**src/rtl/ldm_writeback_seq.sv**
```systemverilog
// ============================================================================
// Module   : ldm_writeback_seq
// Purpose  : LDMIA write-back sequencer. It fetches one word per set bit of the
//            register list and writes the words into the register file in
//            ascending order. R15 loads are redirected to the PC path.
// Config   : LDM_BASE_WB_EN enables the BASE state, which writes the updated
//            base register back.
// Revision : 1.0 - initial release
// ============================================================================
`default_nettype none

module ldm_writeback_seq (
    input  logic        clk,
    input  logic        Reset,
    input  logic        Start,
    input  logic [15:0] RegList,
    input  logic [3:0]  Rn,
    input  logic [31:0] BaseAddr,
    input  logic        W,
    output logic        MemReq,
    output logic [31:0] MemAddr,
    input  logic        MemValid,
    input  logic [31:0] MemRData,
    output logic        RegWrite,
    output logic [3:0]  A3,
    output logic [31:0] WD3,
    output logic        PCWrite,
    output logic [31:0] PCData,
    output logic        Busy,
    output logic        Done
);

    typedef enum logic [2:0] {
        S_IDLE  = 3'd0,
        S_MEM   = 3'd1,
        S_WRITE = 3'd2,
        S_DONE  = 3'd3
`ifdef LDM_BASE_WB_EN
        ,
        S_BASE  = 3'd4
`endif
    } state_t;

    state_t      r_state;
    state_t      w_state_next;
    logic [15:0] r_list;
    logic [31:0] r_addr;
    logic [31:0] r_data;
    logic [3:0]  w_idx;
    logic [15:0] w_list_next;

`ifdef LDM_BASE_WB_EN
    logic [3:0]  r_rn;
    logic        r_base_wb;
`else
    logic        w_unused_cfg;
    assign w_unused_cfg = ^{W, Rn};
`endif

    // Lowest set bit of the remaining list selects the destination register.
    always_comb begin
        w_idx = 4'd0;
        for (int i = 15; i >= 0; i--) begin
            if (r_list[i]) begin
                w_idx = 4'(i);
            end
        end
    end

    assign w_list_next = r_list & (r_list - 16'd1);

    always_ff @(posedge clk) begin
        if (Reset) begin
            r_state <= S_IDLE;
        end else begin
            r_state <= w_state_next;
        end
    end

    always_ff @(posedge clk) begin
        if (Reset) begin
            r_list    <= 16'd0;
            r_addr    <= 32'd0;
            r_data    <= 32'd0;
`ifdef LDM_BASE_WB_EN
            r_rn      <= 4'd0;
            r_base_wb <= 1'b0;
`endif
        end else begin
            case (r_state)
                S_IDLE: begin
                    if (Start) begin
                        r_list    <= RegList;
                        r_addr    <= BaseAddr;
`ifdef LDM_BASE_WB_EN
                        r_rn      <= Rn;
                        // A base register that is also loaded keeps the loaded value.
                        r_base_wb <= W && (Rn != 4'hF) && !RegList[Rn];
`endif
                    end
                end
                S_MEM: begin
                    if (MemValid) begin
                        r_data <= MemRData;
                    end
                end
                S_WRITE: begin
                    // After the last word r_addr equals the written-back base value.
                    r_list <= w_list_next;
                    r_addr <= r_addr + 32'd4;
                end
                default: ;
            endcase
        end
    end

    always_comb begin
        w_state_next = r_state;
        MemReq       = 1'b0;
        MemAddr      = 32'd0;
        RegWrite     = 1'b0;
        A3           = 4'd0;
        WD3          = 32'd0;
        PCWrite      = 1'b0;
        PCData       = 32'd0;
        Busy         = (r_state != S_IDLE);
        Done         = 1'b0;
        case (r_state)
            S_IDLE: begin
                if (Start) begin
                    w_state_next = (RegList != 16'd0) ? S_MEM : S_DONE;
                end
            end
            S_MEM: begin
                MemReq  = 1'b1;
                MemAddr = r_addr;
                if (MemValid) begin
                    w_state_next = S_WRITE;
                end
            end
            S_WRITE: begin
                if (w_idx == 4'hF) begin
                    PCWrite = 1'b1;
                    PCData  = {r_data[31:2], 2'b00};
                end else begin
                    RegWrite = 1'b1;
                    A3       = w_idx;
                    WD3      = r_data;
                end
                if (w_list_next != 16'd0) begin
                    w_state_next = S_MEM;
                end else begin
`ifdef LDM_BASE_WB_EN
                    w_state_next = r_base_wb ? S_BASE : S_DONE;
`else
                    w_state_next = S_DONE;
`endif
                end
            end
`ifdef LDM_BASE_WB_EN
            S_BASE: begin
                RegWrite     = 1'b1;
                A3           = r_rn;
                WD3          = r_addr;
                w_state_next = S_DONE;
            end
`endif
            S_DONE: begin
                Done         = 1'b1;
                w_state_next = S_IDLE;
            end
            default: begin
                w_state_next = S_IDLE;
            end
        endcase
    end

endmodule

`default_nettype wire

```
**config.mk**
```make
export PLATFORM = sky130hd
export DESIGN_NAME = ldm_writeback_seq
export DESIGN_NICKNAME = d
export VERILOG_FILES = /design/src/rtl/ldm_writeback_seq.sv
export SDC_FILE = /design/constraint.sdc
export NUM_CORES = 1
export LEC_CHECK = 0
export CORE_MARGIN = 3
export CORE_UTILIZATION = 40
export CTS_CLUSTER_SIZE = 25
export DETAILED_ROUTE_END_ITERATION = 10
export GPL_TIMING_DRIVEN = 0
export PLACE_DENSITY = 0.8
export SLEW_MARGIN = 20
export SYNTH_ARGS = -nofsm -noshare
export SYNTH_HDL_FRONTEND = slang
export SYNTH_SLANG_ARGS = --single-unit
```
**constraint.sdc**
```tcl
create_clock -name clk -period 4.7 [get_ports clk]
set_input_delay 0.94 -clock clk [delete_from_list [all_inputs] [get_ports clk]]
set_output_delay 0.94 -clock clk [all_outputs]
set_load 0.02 [all_outputs]
```
Word-level counts from Yosys, hierarchy flattened

Index checks and enable logic that the tools add are counted.

Register bits after elaboration: 83
Bits in latches: 0
RAM bits: 0
ROM bits: 0
Input port bits: 89
Output and inout bits: 105
Word-level logic and storage cells: 59
Memories: 0

Add/subtract/negate cells: 2
$mul: 0
Div/mod/pow operators: 0
Magnitude comparators: 0
Equality and inequality tests: 6
Shift operators: 0
Mux-type cells: 38
Bitwise gates (word level): 1
Reductions and logical operators: 8

Operator list:

| kind                                                                 | number |
|---|---|
| 32-bit two-way mux                                                   | 6 |
| 4-bit two-way mux                                                    | 18 |
| 32-bit case mux with 2 select lines                                  | 1 |
| 32-bit by 3-bit adder with 32-bit output, second input constant      | 1 |
| 16-bit case mux with 2 select lines                                  | 1 |
| 16-bit nonzero test                                                  | 2 |
| 16-bit AND                                                           | 1 |
| 16-bit two-way mux                                                   | 1 |
| 16-bit by 1-bit subtractor with 16-bit output, second input constant | 1 |
| 3-bit case mux with 3 select lines                                   | 1 |
| 3-bit by 2-bit == test with 1-bit output, second input constant      | 2 |
| 1-bit two-way mux                                                    | 6 |
| 3-bit two-way mux                                                    | 2 |
| 2-bit AND reduction                                                  | 3 |
| 4-bit == test, second input constant                                 | 1 |
| 2-bit two-way mux                                                    | 2 |
| 2-bit != test, second input constant                                 | 2 |
| 3-bit by 1-bit == test with 1-bit output, second input constant      | 1 |
| 3-bit logical NOT                                                    | 1 |
| 3-bit nonzero test                                                   | 1 |
| 2-bit nonzero test                                                   | 1 |

Depth between registers and ports, before layout

Gate-level depths: netlist of the first run.

Word-level depth: 19
Mapped depth: 8
Gate-level depth less buffers: 7

Worst setup path after synthesis of the first run

Ideal clock, no wire load.

Path kind: reg2out
Start: register r_list[15]
End: output A3[0]
Arrival: 2,050 ps
Data required time: 3,760 ps
Setup slack: 1,710 ps
Cell stages (with the launch flop): 7
Buffers on the path: 0
Path through: dfxtp_1 > or2_1 > a211oi_1 > o31ai_1 > a211o_1 > and2_1 > nor4_1

Cells in the longest elaborated chain, start to end: 19

RTL lines:

| element                              | RTL line | text |
|---|---|---|
| start, declared                      | 46       | `logic [15:0] r_list;` |
| start signal, assigned               | 93       | `r_list <= RegList;` |
| start signal, assigned               | 109      | `r_list <= w_list_next;` |
| 4-bit two-way mux (*) (16 in series) | 64       | `if (r_list[i]) begin` |
| 4-bit == test                        | 142      | `if (w_idx == 4'hF) begin` |
| 4-bit two-way mux (*)                | 142      |  |
| 4-bit two-way mux (*)                | 128      | `case (r_state)` |
| end, declared                        | 25       | `output logic [3:0] A3,` |

Every way passes the cells marked *; elsewhere a longest branch is shown, timed or not.

Final worst setup path of the first run

Start: register r_list[4]
End: output PCData[29]

Cells in the longest elaborated chain, start to end: 8

RTL lines:

| element                         | RTL line | text |
|---|---|---|
| 4-bit two-way mux (5 in series) | 64       |  |
| 4-bit == test                   | 142      |  |
| 32-bit two-way mux              | 142      |  |
| 32-bit two-way mux              | 128      |  |
| end, declared                   | 28       | `output logic [31:0] PCData,` |

No other way between the ends.

==> impl_metrics.tcl, run 1 <==
set metrics [dict create \
    clock_latency_ns 0.33 \
    wl_per_cell_um 16.6 \
    clk_transition_reported_paths_ns 0.06 \
    wirelength_mm 17.3 \
    critPathRequiredTime_ns 3.76 \
    yosys_reg_bits 82 \
    area_occupied_by_registers_mm2 0.00164 \
    yosysUniqueCellTypes 65 \
    floorplan.die_area_mm2 0.0137 \
    synth.avg_cell_area_um2 7.29 \
    critical_path_peak_fanout 10 \
    postCtsHoldBufs 0 \
    setup.worst_path.class "flop to output port" \
    cellPowerDensity_mw_per_mm2 272 \
    sequential_cell_area_fraction_in_the_yosys_report_pct 33.2 \
    finalHoldViolCount 0 \
    grt_overflow 0 \
    period_share_pct 88.1 \
    timing.critical_path.from_type "flop" \
    worst-endpoint-arrival_ns 3.20 \
    drtPass1Iterations 5 \
    setup-violations-final 0 \
    fp.dieW_um 117 \
    ff2ff_path_depth 8 \
    setup_tns_ns 0 \
    worst-slew-pin-transition_ns 0.682 \
    hold_ws_ns 0.451 \
    clock_path_buffers 2 \
    drv.max_cap_violation_count 0 \
    finalNetCount 964 \
    viasPerCell 5.42 \
    drt_iter0_drc 572 \
    clock-sinks 82 \
    postCtsResizedCells 0 \
    synth_area_mm2 0.00494 \
    postCtsSetupRepairBufs 0 \
    number_of_global_route_vias_before_repair 4998 \
    route.vias.total 5648 \
    syn2layout_area_growth_pct 47.7 \
    maximum_number_of_pins_on_one_net_before_global_route_repair 15 \
    place_worst_setup_slack_ns 0.943 \
    io_pins 194 \
    final_common_cell "sky130_fd_sc_hd__clkdlybuf4s50_1" \
    cts_max_level 3 \
    finalWeightedCongestion 0.898 \
    vdd.ir_drop.worst_uv 198 \
    timing.max_slew.rel_slack_pct 54.2 \
    hold-path-cell-count 2 \
    grtUsageTotal_pct 23.9 \
    p_leak_nw 2.56 \
    core-area_mm2 0.0118 \
    fmaxAchievable_mhz 241 \
    tritoncts "yes" \
    critical-path-slowest-cell "sky130_fd_sc_hd__clkdlybuf4s50_1" \
    placed_cells 1027 \
    route.detailed.drc 0 \
    grt_setup_unrepaired "no" \
    instances_no_fill 1043 \
    number_of_enable_type_register_cells_in_the_synthesized_netlist 0 \
    drive_above_1_share_pct 5.35 \
    multi_input_comb_area_mm2 0.00301 \
    std_cell_rows 39 \
    cts_buffers 9 \
    yosys_warnings 0 \
    grt_pass1_wl_mm 26.0 \
    root_buffer "sky130_fd_sc_hd__clkbuf_16" \
    io_buffer_count 184 \
    worst_hold_path_type "flop to flop" \
    layout.cells.most_common_list "sky130_fd_sc_hd__clkdlybuf4s50_1 (184), sky130_fd_sc_hd__nand2_1 (114), sky130_fd_sc_hd__and2_1 (98)" \
    nFillCells 1085 \
    critical_path.cell_chain "nor4_2 > nand2_1 > nor2_1 > and4_1 > buf_2 > and2_1 > clkdlybuf4s50_1" \
    final_core_util_pct 62.0 \
    place_hpwl_mm 13.0 \
    die_height_um 117 \
    clock-skew-final_ns 0.00843 \
    num_antenna_cells 0 \
    gate_count_after_technology_mapping 678 \
    status "finished clean" \
    critical_path.max_stage_delay_ns 0.62 \
    timing.critical_path.to_type "output port" \
    final_period_minus_worst_setup_slack_ns 4.14 \
    initial_utilization_pct 42.0 \
    report.final.slew_viol_count 0 \
    grt_antenna_before_repair 0 \
    finalWorstSetupSlack_ns 0.558 \
    ant_nets 0 \
    async_flop_share_pct 0 \
    yosys_most_used_dff "sky130_fd_sc_hd__dfxtp_1" \
]
==> stage by stage <==
stage          cell area [um^2]  power [mW]
2_1_floorplan              4940        1.07
3_3_place_gp               6990        1.26
3_5_place_dp               6990        1.26
4_1_cts                    7300        1.98
5_1_grt                    7300        2.06
6_report                   7300        1.98
==> power by group <==
| group | switching, mW | internal (mW) | leakage, nW |
|---|---|---|---|
| clock | 0.298 | 0.430 | 0.142 |
| combinational | 0.245 | 0.206 | 1.74 |
| sequential | 0.0598 | 0.746 | 0.672 |
==> layout make-up <==
cell class,instances,area share (%)
Tap cell,164,2.81
Inverter,10,0.514
Sequential cell,82,22.5
Buffer,52,3.46
Clock inverter,5,0.857
Timing Repair Buffer,184,25.2
Multi-Input combinational cell,535,41.3
Clock buffer,11,3.33
==> sequential cells by signal, indices dropped and copies added, names as in the netlist <==
name     flops
r_addr      32
r_list      16
r_data      32
r_state      2
==> worst max-delay path: cells and delay by family (launching register included) <==
kind,cells,cell delay [ns]
flip-flops,1,0.37
AND/OR/NAND/NOR,5,1.64
buffers and inverters,2,0.84
==> metal layers <==
metal  part of all wire [%]  global-route usage [%]  vias to the layer above  wire length, um
met5                      0                       0                        -                0
met4                    1.6                    5.66                        0              268
met3                    7.9                    3.65                       21             1370
met2                     48                    38.1                      269             8310
met1                     42                    33.9                     2611             7330
li1                       -                       -                     2747                -
==> cell usage after synthesis (2+ instances only) <==
| library cell | n | area (um^2) |
|---|---|---|
| sky130_fd_sc_hd__buf_4 | 2 | 15.0 |
| sky130_fd_sc_hd__a311o_1 | 3 | 30.0 |
| sky130_fd_sc_hd__buf_6 | 3 | 33.8 |
| sky130_fd_sc_hd__a21oi_1 | 64 | 320 |
| sky130_fd_sc_hd__nand2_1 | 114 | 428 |
| sky130_fd_sc_hd__clkbuf_2 | 2 | 10.0 |
| sky130_fd_sc_hd__a211oi_1 | 19 | 143 |
| sky130_fd_sc_hd__nor2_1 | 60 | 225 |
| sky130_fd_sc_hd__or2_2 | 4 | 25.0 |
| sky130_fd_sc_hd__a21boi_0 | 2 | 15.0 |
| sky130_fd_sc_hd__a2bb2oi_1 | 4 | 35.0 |
| sky130_fd_sc_hd__a31oi_1 | 2 | 12.5 |
| sky130_fd_sc_hd__a211o_1 | 2 | 17.5 |
| sky130_fd_sc_hd__nand3b_1 | 2 | 15.0 |
| sky130_fd_sc_hd__a32oi_1 | 2 | 17.5 |
| sky130_fd_sc_hd__o221ai_1 | 2 | 17.5 |
| sky130_fd_sc_hd__nor2b_1 | 5 | 31.3 |
| sky130_fd_sc_hd__xnor2_1 | 6 | 52.6 |
| sky130_fd_sc_hd__and4_1 | 2 | 17.5 |
| sky130_fd_sc_hd__nand2b_1 | 3 | 18.8 |
| sky130_fd_sc_hd__a221oi_1 | 10 | 87.6 |
| sky130_fd_sc_hd__clkbuf_1 | 36 | 135 |
| sky130_fd_sc_hd__buf_2 | 6 | 30.0 |
| sky130_fd_sc_hd__nor3_1 | 18 | 90.1 |
| sky130_fd_sc_hd__o31ai_1 | 3 | 22.5 |
| sky130_fd_sc_hd__inv_1 | 9 | 33.8 |
| sky130_fd_sc_hd__nand4_1 | 6 | 37.5 |
| sky130_fd_sc_hd__a311oi_1 | 2 | 17.5 |
| sky130_fd_sc_hd__xor2_1 | 5 | 43.8 |
| sky130_fd_sc_hd__o22ai_1 | 10 | 62.6 |
| sky130_fd_sc_hd__and3_1 | 6 | 37.5 |
| sky130_fd_sc_hd__o21ai_0 | 29 | 145 |
| sky130_fd_sc_hd__a22oi_1 | 5 | 37.5 |
| sky130_fd_sc_hd__nor4_4 | 2 | 42.5 |
| sky130_fd_sc_hd__dfxtp_1 | 82 | 1640 |
| sky130_fd_sc_hd__nor4_1 | 7 | 43.8 |
| sky130_fd_sc_hd__nor4_2 | 2 | 25.0 |
| sky130_fd_sc_hd__nand3_1 | 13 | 65.1 |
| sky130_fd_sc_hd__and2_1 | 98 | 613 |
==> cell families (layout without fill, tap and decap cells) <==
logic type	count (synthesis)	in the layout	synth area share [%]
adders and majority gates	1	1	0.253
xor gates and xnor gates	11	11	1.95
buffers and inverters	62	262	5.87
AOI/OAI and AO/OA	169	169	22.0
and+or+nand+nor	352	352	36.6
other	1	2	0.0759
DFF	82	82	33.2
==> path summary, 6_finish.rpt <==
path              slack [ns]        from          to
setup / recovery        0.56   r_list[4]  PCData[29]
hold / removal          0.45   r_addr[0]   r_addr[0]
setup reg to reg        2.38  r_state[0]   r_data[3]
hold reg to reg         0.45   r_addr[0]   r_addr[0]
Power figures use the tool's default switching activity.
==> run 2, diff against run 1 <==
--- a/config.mk
+++ b/config.mk
@@ -15,3 +15,4 @@
 export SYNTH_ARGS = -nofsm -noshare
 export SYNTH_HDL_FRONTEND = slang
 export SYNTH_SLANG_ARGS = --single-unit
+export TNS_END_PERCENT = 20
==> results of run 2 <==
Final layout, timing and power as in run 1 (identical DEF).
==> edit 1, RTL diff (settings of run 2) <==
Build with the macro `LDM_BASE_WB_EN` defined.
--- a/src/rtl/ldm_writeback_seq.sv
+++ b/src/rtl/ldm_writeback_seq.sv
@@ -9,4 +9,6 @@
 // ============================================================================
 `default_nettype none
+
+`define LDM_BASE_WB_EN
 
 module ldm_writeback_seq (
Formal check against the unedited RTL: not equivalent (Yosys sat finds a counterexample within 4 cycles, from zero or initial values and one cycle with Reset high).
==> edit 1 against run 2 <==
- sequential share of layout area shrank 0.14 points
- sequential cell count is 6 higher
- area after synthesis rose by 10%
- worst setup slack worse by 370 ps
- final area grew 8.0%
- sequential power is 8.4% higher
- wire length is 34% higher
- critical endpoint unchanged
- power rose by 8.7%
==> edit 1: results (changes against run 2) <==
| Metric | Value |
|---|---|
| Drt total wl | 23200 µm (was 17300 µm) |
| Pre-antenna DRT Iters | 5 (unchanged) |
| Vias in the first global route | 6343 (was 4998) |
| DP Area | 0.00757 mm² (was 0.00699 mm²) |
| Slew Viols, Final | 0 (unchanged) |
| Antenna cells | 0 (unchanged) |
| Ys async rst share | 0 (unchanged) |
| Worst ir drop on vdd | 144 µV (was 198 µV) |
| Root Driver | clkbuf_16 (unchanged) |
| Worst Skew | 9.28 ps (was 8.43 ps) |
| Slowest cell on crit path | o21ai_1 (was clkdlybuf4s50_1) |
| Initial antenna violation count | 0 (unchanged) |
| Starting DRT DRC Count | 824 (was 572) |
| Nets@finish | 1032 (was 964) |
| CP Max Fanout | 10 (unchanged) |
| CTS Buf Count | 9 (unchanged) |
| Top Registers | r_addr (32), r_data (32), r_list (16) (unchanged) |
| Ys flop type | dfxtp_1 (unchanged) |
| Vias per std cell | 5.97 (was 5.42) |
| Register area share after synthesis | 0.324 (was 0.332) |
| Mapped Cells | 739 (was 678) |
| Post-synth top cells | 115 x nand2_1, 88 x dfxtp_1, 68 x a21oi_1 (was 114 x nand2_1, 98 x and2_1, 82 x dfxtp_1) |
| YS warnings | 0 (unchanged) |
| Fraction of layout cells with a size suffix above 1 | 0.0475 (was 0.0535) |
| Worst-margin pin slew | 1100 ps (was 682 ps) |
| Crit-path leading delay family | buffers and inverters (was simple AND/OR/NAND/NOR gates) |
| Total track usage | 0.302 (was 0.239) |
| Pin count of the biggest net entering global routing | 14 (was 15) |
| Lkg Pwr | 0.00262 µW (was 0.00256 µW) |
| Worst min path class | register to register (unchanged) |
| Number of port buffers | 191 (was 184) |
| Max Root-Sink Buffers | 2 (unchanged) |
| First-pass GRT wire length | 34900 µm (was 26000 µm) |
| Later-pin clock latency in the skew report | 350 ps (was 330 ps) |
| Outcome | completed (unchanged) |
| Dpl ws | 544 ps (was 943 ps) |
| Wire per inst | 20.7 µm (was 16.6 µm) |
| CP max stage delay | 630 ps |
| Worst-path clk slew | 60 ps (about the same) |
| H-tree Lvls | 3 (unchanged) |
| Leading post-synthesis cells by cell area | dfxtp_1 32%, nand2_1 7.9%, a21oi_1 6.3%, a32o_1 5.9%, and2_1 4.3% (was dfxtp_1 33%, and2_1 12%, nand2_1 8.7%, a21oi_1 6.5%, nor2_1 4.6%) |
| GP Congestion | 0.923 (was 0.898) |
| CP Data Arrival Time | 3570 ps (was 3200 ps) |
| Synth unique cells | 66 (was 65) |
| DP Wirelength | 17500 µm (was 13000 µm) |
## edit 1: changes by cell type in the layout (fill, tap and decap cells not counted), moves of 7 or more
cell             change
inv_1               +29
a31oi_1             +11
nor3_1              +22
nand4_1              +7
a32o_1              +32
o22ai_1              -9
a211oi_1            -11
a221oi_1             -7
o211ai_1             +8
clkdlybuf4s50_1      +7
clkbuf_1            +20
and2_1              -61
nor2_1              -13
## edit 1: through the flow
step	utilization	power, µW
CTS	0.609	2130
global route	0.609	2230
global placement	0.585	1390
detailed placement	0.585	1400
finish	0.609	2160
floorplan	-	1160
## edit 1: report_power, final
| part | switching, µW | total, µW | leakage [µW] | internal [µW] |
|---|---|---|---|---|
| Sequential | 74.8 | 874 | 0.000720 | 799 |
| Combinational | 308 | 533 | 0.00175 | 225 |
| Clock | 310 | 751 | 0.000150 | 440 |
| Total | 693 | 2160 | 0.00262 | 1460 |
## edit 1: layout make-up
type | count | area (µm²)
repair buffers | 191 | 1910
plain buffers | 68 | 294
fillers | 1188 | 5050
inverters | 38 | 143
clock inverters | 3 | 40.0
multi-input cells | 546 | 3250
flip-flops and latches | 88 | 1760
well taps | 172 | 215
clock buffers | 13 | 260
## edit 1: logic make-up after synthesis
logic type      count (synthesis)  share of synthesized area
other cells                     1                   0.000690
buf+inv                       106                     0.0803
mux                            10                     0.0283
compound gates                204                      0.258
simple gates                  328                      0.305
flops                          88                      0.324
fa+ha+maj                       2                    0.00414
## edit 1: final timing paths
check | slack [ps] | start | to | depth (start not counted)
setup reg to reg | 2070 | r_state[0] | r_data[29] | 6
hold reg to reg | 460 | r_data[1] | r_data[1] | 2
setup / recovery | 190 | r_list[10] | PCData[29] | 8
hold / removal | 460 | r_data[1] | r_data[1] | 2
## edit 1: what timing repair did
| item | in CTS | in global routing |
|---|---|---|
| hold buffers | 0 | 0 |
| endpoints found under the setup margin | 0 | 56 |
| setup buffers | 0 | 0 |
| gates resized for setup | 0 | 2 |
## edit 1: layer usage
layer / wire length [µm] / track usage / vias to the layer above
met2: 10500 / 0.477 / 432
met1: 9200 / 0.389 / 3095
li1: - / - / 3093
met4: 866 / 0.127 / 0
met5: 0 / 0 / -
met3: 2600 / 0.0843 / 65
## edit 1: tightest hold or removal path, cell delays in order (launching register included)
cell	delay, ps
dfxtp_1	310
nand2_1	50
a21oi_1	50
==> edit 2, RTL diff (flow settings as in run 2) <==
Made on the original files. Encoding of `state_t`: now one-hot (4 bits for 4 states).
--- a/src/rtl/ldm_writeback_seq.sv
+++ b/src/rtl/ldm_writeback_seq.sv
@@ -31,9 +31,9 @@
 );
 
-    typedef enum logic [2:0] {
-        S_IDLE  = 3'd0,
-        S_MEM   = 3'd1,
-        S_WRITE = 3'd2,
-        S_DONE  = 3'd3
+    typedef enum logic [3:0] {
+        S_IDLE  = 4'b0001,
+        S_MEM   = 4'b0010,
+        S_WRITE = 4'b0100,
+        S_DONE  = 4'b1000
 `ifdef LDM_BASE_WB_EN
         ,
Check against the original RTL: no difference found for any inputs over 4 cycles, from zero or initial values and one cycle with Reset high; so few cycles prove little.
==> edit 2 against run 2 <==
- power shrank 1.6%
- maximum frequency shrank 2.4%
- hold slack better by 5.9 ps
- largest power group unchanged
- worst setup slack got worse by 100 ps
- wire length is 8.8% higher
- critical endpoint is now PCData[10]
- sequential cell count increased by 2
- final area fell by 0.36%
- area after synthesis shrank 0.38%
==> edit 2: results (changes against run 2) <==
| Metric | Value |
|---|---|
| Later-pin clock latency in the skew report | 340 ps |
| Register area share after synthesis | 0.342 (was 0.332) |
| First-pass GRT wire length | 28600 µm (was 26000 µm) |
| Hold_sp | r_data[0] (was r_addr[0]) |
| Drt total wl | 18800 µm (was 17300 µm) |
| R2R Path Start | r_state[1] (was r_state[0]) |
| Synth unique cells | 56 (was 65) |
| R2R cell count | 6 (was 8) |
| Number of port buffers | 186 (was 184) |
| Total number of vias | 5976 (was 5648) |
| Nets@finish | 984 (was 964) |
| Total track usage | 0.268 (was 0.239) |
| CP Data Arrival Time | 3300 ps (was 3200 ps) |
| DP Wirelength | 13900 µm (was 13000 µm) |
| R2r endpoint | r_addr[19] (was r_data[3]) |
| P_sw | 595 µW (was 602 µW) |
| Fraction of layout cells with a size suffix above 1 | 0.0423 (was 0.0535) |
| Worst Setup SP | r_list[0] (was r_list[4]) |
| GP Congestion | 0.980 (was 0.898) |
| Fin crit period | 4240 ps (was 4140 ps) |
| FF-to-FF setup slack | 2210 ps (was 2380 ps) |
| Worst-margin pin slew | 839 ps (was 682 ps) |
| Pin count of the biggest net entering global routing | 14 (was 15) |
| Leading post-synthesis cells by cell area | dfxtp_1 34%, a21oi_1 12%, nand2_1 10%, and4_1 6.4%, and2_1 4.6% (was dfxtp_1 33%, and2_1 12%, nand2_1 8.7%, a21oi_1 6.5%, nor2_1 4.6%) |
| Outcome | completed (unchanged) |
| Starting DRT DRC Count | 669 (was 572) |
| YS warnings | 0 (unchanged) |
| Critical Path Sink | PCData[10] (was PCData[29]) |
| Inst Count DP | 1026 (was 1027) |
| Vias in the first global route | 5432 (was 4998) |
| Dpl ws | 889 ps (was 943 ps) |
| Worst Skew | 9.13 ps (was 8.43 ps) |
| CP Max Fanout | 10 (unchanged) |
| Post-synth top cells | 137 x nand2_1, 120 x a21oi_1, 84 x dfxtp_1 (was 114 x nand2_1, 98 x and2_1, 82 x dfxtp_1) |
| Worst ir drop on vdd | 204 µV (was 198 µV) |
| Lkg Pwr | 0.00253 µW (was 0.00256 µW) |
[edit 2: cell count changes after synthesis, sizes merged, moves of 11 or more]
cell,change
a211oi,-16
a21oi,+56
and2,-62
and4,+33
nand2,+23
nor2,-11
[edit 2: cells by family after synthesis]
| group | after synthesis | synth area share |
|---|---|---|
| AOI/OAI and AO/OA | 190 | 0.219 |
| adders and majority gates | 3 | 0.00661 |
| buffers and inverters | 69 | 0.0574 |
| DFF | 84 | 0.342 |
| muxes | 1 | 0.00203 |
| other | 1 | 0.000762 |
| and+or+nand+nor | 348 | 0.373 |
[edit 2: critical path, delay by kind of cell, from the launching register on]
kind / cells / cell delay (ps)
DFF: 1 / 290
buffers and inverters: 3 / 1170
and+or+nand+nor: 4 / 1490
[edit 2: layout make-up]
cell class                      instances  area, µm²
Tap cell                              143        179
Clock inverter                          4       47.5
Multi-Input combinational cell        544       2960
Fill cell                            1136       4440
Timing Repair Buffer                  186       1860
Sequential cell                        84       1680
Buffer                                 61        253
Inverter                                8       30.0
Clock buffer                           12        256
[edit 2: power groups by stage]
| stage | registers [µW] | logic (µW) | clock network [µW] |
|---|---|---|---|
| global route | 805 | 455 | 773 |
| floorplan | 800 | 241 | 0 |
| detailed placement | 812 | 406 | 0 |
| finish | 800 | 415 | 738 |
| CTS | 797 | 408 | 738 |
| global placement | 812 | 401 | 0 |
[edit 2: worst min path at each step]
stage | slack [ps] | end | depth (start not counted)
5_1_grt | 490 | r_data[23] | 2
6_report | 460 | r_data[0] | 2
2_1_floorplan | 430 | r_addr[0] | 2
3_3_place_gp | 440 | r_addr[1] | 2
3_5_place_dp | 440 | r_addr[0] | 2
4_1_cts | 460 | r_addr[0] | 2
[edit 2: per-stage QoR]
stage	hold WS [ps]	instance area [µm²]	power, µW
after floorplan	427	4930	1040
final	457	7270	1950
after global routing	486	7270	2030
after detailed placement	442	6970	1220
after global placement	437	6970	1210
after CTS	456	7270	1940
[edit 2: routing by layer]
metal | part of all wire | vias up | track usage
met5 | 0 | - | 0
met4 | 0.031 | 0 | 0.0933
met3 | 0.070 | 44 | 0.0432
met2 | 0.47 | 285 | 0.428
met1 | 0.43 | 2764 | 0.368
li1 | - | 2883 | -
